--- src/rtl/bsg_router_inject_arbiter.sv ---
// Inject-port arbiter: shares one router P input among num_req_p local
// requesters. Packets are a header flit plus L body flits (L taken from the
// header's length field). Arbitration is round-robin between packets, and a
// multi-flit packet holds the port until its last body flit is sent.
//
// Handshake: valid/ready on every link. A flit moves on a cycle where valid
// and ready are both high. Valid never waits on ready. A source holds its
// valid and data until it is accepted. Flits pass straight through with no
// storage, so v_o/data_o are a combinational mux of the grantee's inputs.
module bsg_router_inject_arbiter #(
  parameter int num_req_p    = 4,
  parameter int width_p      = 256,
  parameter int len_width_p  = 4,
  parameter int len_offset_p = 0
) (
  input  logic                               clk_i,
  input  logic                               reset_n_i,
  input  logic [num_req_p-1:0]               v_i,
  input  logic [num_req_p-1:0][width_p-1:0]  data_i,
  output logic [num_req_p-1:0]               ready_and_o,
  output logic                               v_o,
  output logic [width_p-1:0]                 data_o,
  input  logic                               ready_and_i,
  output logic                               busy_o,
  output logic [$clog2(num_req_p)-1:0]       owner_o
);

  localparam int ptr_w_lp = $clog2(num_req_p);

  // IDLE: arbitrating between packets. LOCKED: streaming the owner's body.
  typedef enum logic {
    ST_IDLE   = 1'b0,
    ST_LOCKED = 1'b1
  } state_e;

  state_e                 state_q, state_d;
  logic [ptr_w_lp-1:0]    ptr_q, ptr_d;
  logic [ptr_w_lp-1:0]    owner_q, owner_d;
  logic [len_width_p-1:0] cnt_q, cnt_d;

  // Held low from reset assertion until the first clock edge after release,
  // so the release is taken up synchronously and the outputs stay quiet.
  logic                   active_q;

  logic                   rr_found;
  logic [ptr_w_lp-1:0]    rr_idx;
  logic                   gnt_v;
  logic [ptr_w_lp-1:0]    gnt_idx;
  logic                   xfer;
  logic [len_width_p-1:0] hdr_len;

  // Index after idx, wrapping num_req_p-1 to 0 (works for any num_req_p).
  function automatic logic [ptr_w_lp-1:0] next_idx(input logic [ptr_w_lp-1:0] idx);
    if (int'(idx) == num_req_p - 1) begin
      return '0;
    end
    return idx + ptr_w_lp'(1);
  endfunction

  // Reset-release tracker.
  always_ff @(posedge clk_i or negedge reset_n_i) begin
    if (!reset_n_i) begin
      active_q <= 1'b0;
    end else begin
      active_q <= 1'b1;
    end
  end

  // Round-robin search: first valid requester starting at ptr_q.
  always_comb begin
    int                  cand;
    logic [ptr_w_lp-1:0] cand_idx;
    rr_found = 1'b0;
    rr_idx   = ptr_q;
    cand     = 0;
    cand_idx = '0;
    for (int i = 0; i < num_req_p; i++) begin
      cand = int'(ptr_q) + i;
      if (cand >= num_req_p) begin
        cand = cand - num_req_p;
      end
      cand_idx = ptr_w_lp'(cand);
      if (!rr_found && v_i[cand_idx]) begin
        rr_found = 1'b1;
        rr_idx   = cand_idx;
      end
    end
  end

  // Grant selection: the owner while locked, otherwise the round-robin winner.
  // A grant only exists when the chosen requester is valid.
  always_comb begin
    gnt_v   = 1'b0;
    gnt_idx = ptr_q;
    if (active_q) begin
      if (state_q == ST_LOCKED) begin
        gnt_idx = owner_q;
        gnt_v   = v_i[owner_q];
      end else begin
        gnt_idx = rr_idx;
        gnt_v   = rr_found;
      end
    end
  end

  // Output mux and per-requester ready.
  always_comb begin
    v_o     = gnt_v;
    data_o  = data_i[gnt_idx];
    busy_o  = (state_q == ST_LOCKED);
    owner_o = gnt_idx;
    for (int i = 0; i < num_req_p; i++) begin
      ready_and_o[i] = gnt_v & ready_and_i & (gnt_idx == ptr_w_lp'(i));
    end
  end

  assign xfer    = gnt_v & ready_and_i;
  assign hdr_len = data_o[len_offset_p +: len_width_p];

  // Next-state logic: packet framing and round-robin pointer advance.
  always_comb begin
    state_d = state_q;
    ptr_d   = ptr_q;
    owner_d = owner_q;
    cnt_d   = cnt_q;
    unique case (state_q)
      ST_IDLE: begin
        if (xfer) begin
          if (hdr_len == '0) begin
            ptr_d = next_idx(gnt_idx);
          end else begin
            state_d = ST_LOCKED;
            owner_d = gnt_idx;
            cnt_d   = hdr_len;
          end
        end
      end
      ST_LOCKED: begin
        if (xfer) begin
          if (cnt_q == len_width_p'(1)) begin
            state_d = ST_IDLE;
            ptr_d   = next_idx(owner_q);
            cnt_d   = '0;
          end else begin
            cnt_d = cnt_q - len_width_p'(1);
          end
        end
      end
      default: begin
        state_d = ST_IDLE;
      end
    endcase
  end

  // State registers.
  always_ff @(posedge clk_i or negedge reset_n_i) begin
    if (!reset_n_i) begin
      state_q <= ST_IDLE;
      ptr_q   <= '0;
      owner_q <= '0;
      cnt_q   <= '0;
    end else begin
      state_q <= state_d;
      ptr_q   <= ptr_d;
      owner_q <= owner_d;
      cnt_q   <= cnt_d;
    end
  end

endmodule

--- config.mk ---
export PLATFORM = sky130hd
export DESIGN_NAME = bsg_router_inject_arbiter
export DESIGN_NICKNAME = d
export VERILOG_FILES = /design/src/rtl/bsg_router_inject_arbiter.sv
export SDC_FILE = /design/constraint.sdc
export NUM_CORES = 1
export LEC_CHECK = 0
export CAP_MARGIN = 20
export CORE_AREA = 2 2 507 509
export DETAILED_ROUTE_END_ITERATION = 12
export DIE_AREA = 0 0 509 511
export PLACE_DENSITY = 0.3
export SYNTH_ARGS = -nofsm -noshare
export SYNTH_HDL_FRONTEND = slang
export SYNTH_SLANG_ARGS = --single-unit
--- constraint.sdc ---
create_clock -name clk_i -period 6 [get_ports clk_i]
set_clock_uncertainty 0.15 [all_clocks]
set_input_delay 1.2 -clock clk_i [delete_from_list [all_inputs] [get_ports clk_i]]
set_output_delay 1.2 -clock clk_i [all_outputs]
set_load 0.01 [all_outputs]
==> flow_summary.json, run 1 <==
{
  "status": "finished, final reports clean",
  "cp-start-kind": "primary input",
  "p_leak_nw": 11.6,
  "rsz0062_at_grt": "true",
  "path_class": "in -> out",
  "critPathArrivalTime_ns": 4.62,
  "routabilityCongestion": 1.02,
  "yosys-top-cells-count": "nand2_1, and3_1, a31oi_1",
  "fin_crit_sh_pct": 99.5,
  "grt_max_degree": 66,
  "placed_area_mm2": 0.0286,
  "overflow": 0,
  "dp_hpwl_um": 199000,
  "die_w_um": 509,
  "required_ns": 4.65,
  "final_area_mm2": 0.0295,
  "reg2reg_slack_ns": 1.78,
  "whs_path_depth": 1,
  "synthArstFlopShare_pct": 100,
  "rr_startpoint": "ptr_q[0]",
  "cts.htree.levels": 1,
  "die-area_mm2": 0.260,
  "ir_worst_vdd_uv": 214,
  "clkTransAtPathRegs_ns": 0.04,
  "synth_top_cell_by_area": "nand2_1",
  "clock.fmax_ghz": 0.168,
  "io_buffers": 1294,
  "finalSetupViolCount": 0,
  "finalWorstSetupSlack_ns": 0.0299,
  "yosysSeqAreaShare_pct": 2.84,
  "core_mm2": 0.255,
  "detail-route-antenna-nets": 0,
  "fillers": 29700,
  "max_slew_margin_pct": 60.3,
  "slew_violations": 0,
  "gr-usage-all-layers_pct": 15.8,
  "drt-total-wl_um": 218000,
  "synth_warnings": 0,
  "syn_area_per_cell_um2": 4.82,
  "clkPwrFrac_pct": 0.8,
  "drive_gt1_share_pct": 13.3,
  "multiInputGateArea_mm2": 0.00824,
  "cp_max_fo": 16,
  "netlist_instances": 1832,
  "cts_root_buf": "clkbuf_16",
  "min_to": "cnt_q[1]",
  "io_pins": 1295,
  "synth.most_common_cell": "nand2_1",
  "powerDensity_mw_per_mm2": 574,
  "grt_pass1_wl_um": 261000,
  "cts.sinks": 10,
  "swShare_pct": 56.1,
  "start_util_pct": 3.46,
  "num-nets-final": 4178,
  "synth_area_leaders": "nand2_1, and3_1, a31oi_1",
  "wl_per_cell_um": 33.2,
  "min_from": "cnt_q[1]",
  "seq_power_share_pct": 1.0,
  "vias": 20500,
  "tns_ns": 0,
  "synth_top_area_share_pct": 43.4,
  "final_util_pct": 11.6,
  "report.final.hold_viol_count": 0,
  "ys_ff_latch": 10,
  "synth_cell_types": 51,
  "grt_pass1_vias": 20700,
  "die_h_um": 511,
  "cts_buffers": 3,
  "cp-end-kind": "output pin",
  "holdWs_ns": 0.399,
  "area_delta_synth_final_pct": 234,
  "pre_cts_ws_ns": -0.220,
  "avgViaCountPerCell": 3.12,
  "row_count": 186,
  "reg2regPathDepth": 12,
  "fin_crit_ns": 5.97,
  "ctsHoldBuffers": 0,
  "antenna_found_initial": 214,
  "p_int_w": 0.00743,
  "hold_path.class": "reg -> reg",
  "ys.flop_type": "dfrtp_1",
  "worstMarginPinSlew_ns": 0.596,
  "rr_endpoint": "owner_q[1]",
  "synth-edff-count": 0,
  "seq_area_um2": 250,
  "p_comb_share_pct": 98.2,
  "first_pass_iters": 7,
  "clockBufferDepth": 2,
  "drt_iter0_markers": 1546,
  "drc_errors": 0,
  "tritoncts": "yes",
  "syn-cell-area_mm2": 0.00882,
  "clock_latency_ns": 0.24,
  "max-cap-violations": 0,
  "p_switching_w": 0.00949,
  "syn_nets": 2870
}
[layout by cell type, fill, tap and decap left out, types with 3 or more instances in the layout]
master           count
clkdlybuf4s50_1   1098
nand2_1           1021
and3_1             251
a31oi_1            214
buf_12             185
buf_4              148
diode_2             43
dlymetal6s2s_1      27
a31oi_2             25
a31oi_4             15
dfrtp_1             10
inv_1                8
clkbuf_16            8
nor2_1               7
mux2i_1              7
and3_2               7
ha_1                 7
a21oi_1              6
nand2b_1             6
buf_6                6
nand4_1              5
nor4_1               5
buf_16               5
nand3_1              4
or3_1                4
nor2b_1              4
o22ai_1              3
nor3_1               3
inv_2                3
mux4_2               3
[power by group through the flow]
stage | logic (W) | clock network (W) | registers (W)
CTS | 0.0170 | 0.000135 | 0.000164
floorplan | 0.00450 | 0 | 0.000129
detailed placement | 0.0167 | 0 | 0.000165
global route | 0.0179 | 0.000138 | 0.000172
finish | 0.0166 | 0.000134 | 0.000165
global placement | 0.0167 | 0 | 0.000164
[how the worst max path moves through the flow]
stage / to / from / depth (start not counted)
4_1_cts: data_o[187] / v_i[2] / 11
2_1_floorplan: ready_and_o[0] / v_i[2] / 11
3_3_place_gp: data_o[106] / v_i[2] / 15
5_1_grt: data_o[51] / v_i[3] / 13
6_report: data_o[51] / v_i[3] / 11
3_5_place_dp: data_o[243] / v_i[2] / 13
[kinds of logic after synthesis]
kind of cell,after synthesis,synth area share [%]
other,1,0.0425
adder cells (fa/ha/maj),7,0.993
AND/OR/NAND/NOR,1325,64.9
flip-flops,10,2.84
buffers and inverters,188,8.22
multiplexers,14,2.07
AO/OA/AOI/OAI,287,20.9
[critical path, stage by stage]
cell and delay [ns]:
clkdlybuf4s50_1 0.50, nor2b_1 0.18, mux4_2 0.49, or4_4 0.46
nand3_4 0.16, buf_12 0.20, buf_12 0.20, nand2_1 0.06
and3_2 0.29, a31oi_1 0.24, clkdlybuf4s50_1 0.59
[metrics by stage]
step                std cells  total power [W]
floorplan                1832          0.00463
global placement         6508           0.0169
global route             6532           0.0182
CTS                      6514           0.0173
detailed placement       6508           0.0168
finish                   6566           0.0169
[registers in the layout, summed over array words and instances (netlist names)]
signal and cells:
owner_q 2, cnt_q 4, ptr_q 2, busy_o 1
active_q 1
[area by class of cell]
cell class,count,area share [%]
repair buffers,1477,55.9
multi-input cells,1634,27.9
well taps,3384,14.3
flip-flops and latches,10,0.848
diodes,43,0.365
clock buffers,4,0.301
inverters,14,0.259
[what timing repair did]
action | 4_1_cts | 5_1_grt
resized for setup | 41 | 70
gates cloned | 0 | 5
setup buffers | 2 | 4
endpoints found under the setup margin | 61 | 116
[routing by layer]
metal	GRT usage (%)	vias up	share of wire [%]
li1	-	8909	-
met1	17.1	9588	37
met2	25.7	1433	45
met3	11.4	376	16
met4	1.33	162	1.3
met5	0	-	0.49
Note: power is estimated with default switching activity, not from simulation.
==> inputs of run 2 (changes only) <==
--- a/config.mk
+++ b/config.mk
@@ -6,9 +6,10 @@
 export NUM_CORES = 1
 export LEC_CHECK = 0
 export CAP_MARGIN = 20
-export CORE_AREA = 2 2 507 509
+export CORE_AREA = 2 2 506 508
 export DETAILED_ROUTE_END_ITERATION = 12
-export DIE_AREA = 0 0 509 511
+export DIE_AREA = 0 0 508 510
+export DONT_BUFFER_PORTS = 1
 export PLACE_DENSITY = 0.3
 export SYNTH_ARGS = -nofsm -noshare
 export SYNTH_HDL_FRONTEND = slang
==> constraint.sdc (replaced) <==
create_clock -name clk_i -period 5.9 [get_ports clk_i]
set_clock_uncertainty 0.15 [all_clocks]
set_input_delay 1.18 -clock clk_i [delete_from_list [all_inputs] [get_ports clk_i]]
set_output_delay 1.18 -clock clk_i [all_outputs]
set_load 0.01 [all_outputs]
==> flow_summary.json, run 2 (synthesis gave the netlist of run 1 again) <==
{
  "cts.htree.levels": 1,
  "cts.sinks": 10,
  "final_area_mm2": 0.0162,
  "top_register": "cnt_q",
  "finalSetupViolCount": 0,
  "drc_errors": 0,
  "dp_hpwl_um": 190000,
  "fin_crit_sh_pct": 94.2,
  "io_buffers": 0,
  "ctsHoldBuffers": 0,
  "cp-end-kind": "output pin",
  "clock.fmax_ghz": 0.180,
  "critPathArrivalTime_ns": 4.23,
  "finalNonFillerCells": 5380,
  "overflow": 0,
  "whs_path_depth": 1,
  "dp.cells": 5286,
  "tns_ns": 0,
  "vias": 16400,
  "report.final.hold_viol_count": 0,
  "cp-start-kind": "primary input",
  "reg2reg_slack_ns": 1.40,
  "max_slew_margin_pct": 28.5,
  "routabilityCongestion": 1.03,
  "clockBufferDepth": 2,
  "final_common_cell": "nand2_1",
  "drt-total-wl_um": 207000,
  "cts.repair.resized": 0,
  "cts_buffers": 3,
  "max-cap-violations": 0,
  "rr_startpoint": "busy_o",
  "slew_violations": 0,
  "die_w_um": 508,
  "grt_pass1_wl_um": 235000,
  "avgViaCountPerCell": 3.05,
  "grt_max_degree": 109,
  "start_util_pct": 3.48,
  "row_count": 185,
  "final_cell_mix": "nand2_1, and3_1, a31oi_1",
  "reg_top3": "cnt_q: 4 flops, owner_q: 2 flops, ptr_q: 2 flops",
  "cp_max_fo": 108,
  "detail-route-antenna-nets": 0,
  "grt_pass1_vias": 15000,
  "drive_gt1_share_pct": 18.1,
  "largest_reg_flops": 4,
  "core_mm2": 0.253,
  "num-nets-final": 2963,
  "antenna_found_initial": 231,
  "path_class": "in -> out",
  "min_from": "cnt_q[1]",
  "clock_latency_ns": 0.25,
  "first_pass_iters": 8,
  "gr-usage-all-layers_pct": 15.0,
  "tritoncts": "yes",
  "cp_num_buf_inv": 2,
  "hold_path.class": "reg -> reg",
  "die_h_um": 510,
  "wl_per_cell_um": 38.5,
  "required_ns": 4.57,
  "min_to": "cnt_q[1]",
  "worstMarginPinSlew_ns": 1.07,
  "reg2regPathDepth": 11,
  "rsz0062_at_grt": "false",
  "path_delay_family": "simple AND/OR/NAND/NOR gates",
  "placed_area_mm2": 0.0159,
  "drt_iter0_markers": 1687,
  "p_leak_nw": 5.96,
  "total_power_w": 0.0135,
  "rr_endpoint": "owner_q[0]",
  "io_pins": 1295,
  "crit_slowest_cell": "nand2_1",
  "cts_root_buf": "clkbuf_16",
  "slowest_delay_ns": 0.56,
  "powerDensity_mw_per_mm2": 838,
  "ir_worst_vdd_uv": 448,
  "critPathLaunch": "v_i[2]",
  "clkTransAtPathRegs_ns": 0.05,
  "die-area_mm2": 0.259,
  "crit_chain": "nor2b_1 > mux4_2 > or4_4 > nand3_4 > buf_12 > nand2_1 > a31oi_1 > buf_4",
  "status": "finished, final reports clean",
  "area_delta_synth_final_pct": 83.2,
  "fin_crit_ns": 5.56,
  "post-cts-setup-buffers": 0
}
run 2: cell types whose count changed in the layout (fill, tap and decap cells not counted), moves of 26 or more:
cell | before | now
diode_2 | 43 | 90
a31oi_1 | 214 | 188
buf_12 | 185 | 86
dlymetal6s2s_1 | 27 | 0
clkdlybuf4s50_1 | 1098 | 0
a31oi_2 | 25 | 66
run 2: how the worst max path moves through the flow:
stage / depth (start not counted) / slack [ns] / to
6_report: 8 / 0.34 / data_o[137]
4_1_cts: 9 / 0.48 / data_o[146]
3_5_place_dp: 9 / 0.50 / data_o[146]
5_1_grt: 9 / 0.28 / data_o[146]
3_3_place_gp: 11 / 0.51 / data_o[131]
2_1_floorplan: 11 / 1.14 / ready_and_o[0]
run 2: routing by layer:
layer | share of wire, % | track usage [%]
met1 | 36 | 15.5
met2 | 42 | 22.7
met3 | 16 | 10.7
met4 | 6.1 | 7.01
met5 | 0.42 | 1.06
run 2: through the flow:
stage / util [%] / setup slack (ns) / hold WS [ns]
final: 6.38 / 0.342 / 0.424
after global routing: 6.34 / 0.278 / 0.464
after CTS: 6.29 / 0.485 / 0.410
after detailed placement: 6.25 / 0.500 / 0.397
after global placement: 6.25 / 0.514 / 0.393
after floorplan: - / 1.14 / 0.363
run 2: worst reg2reg max path, delay by kind of cell, from the launching register on:
kind	cells	cell delay (ns)
DFF	1	0.92
buffers and inverters	4	1.43
muxes	3	0.95
and+or+nand+nor	2	0.40
AOI/OAI and AO/OA	2	0.51
run 2: where the power goes:
part           total (W)  switching [W]  internal, W
clock network   0.000140      0.0000372     0.000102
registers       0.000173      0.0000750    0.0000980
logic             0.0132        0.00898      0.00424
run 2: layout make-up:
type,count,area [um2]
tap,3366,4210
timing repair buffer,262,3050
inverter,14,67.6
clock buffer,4,88.8
multi-input combinational,1634,8270
antenna,90,225
sequential,10,250
fill,30200,237000
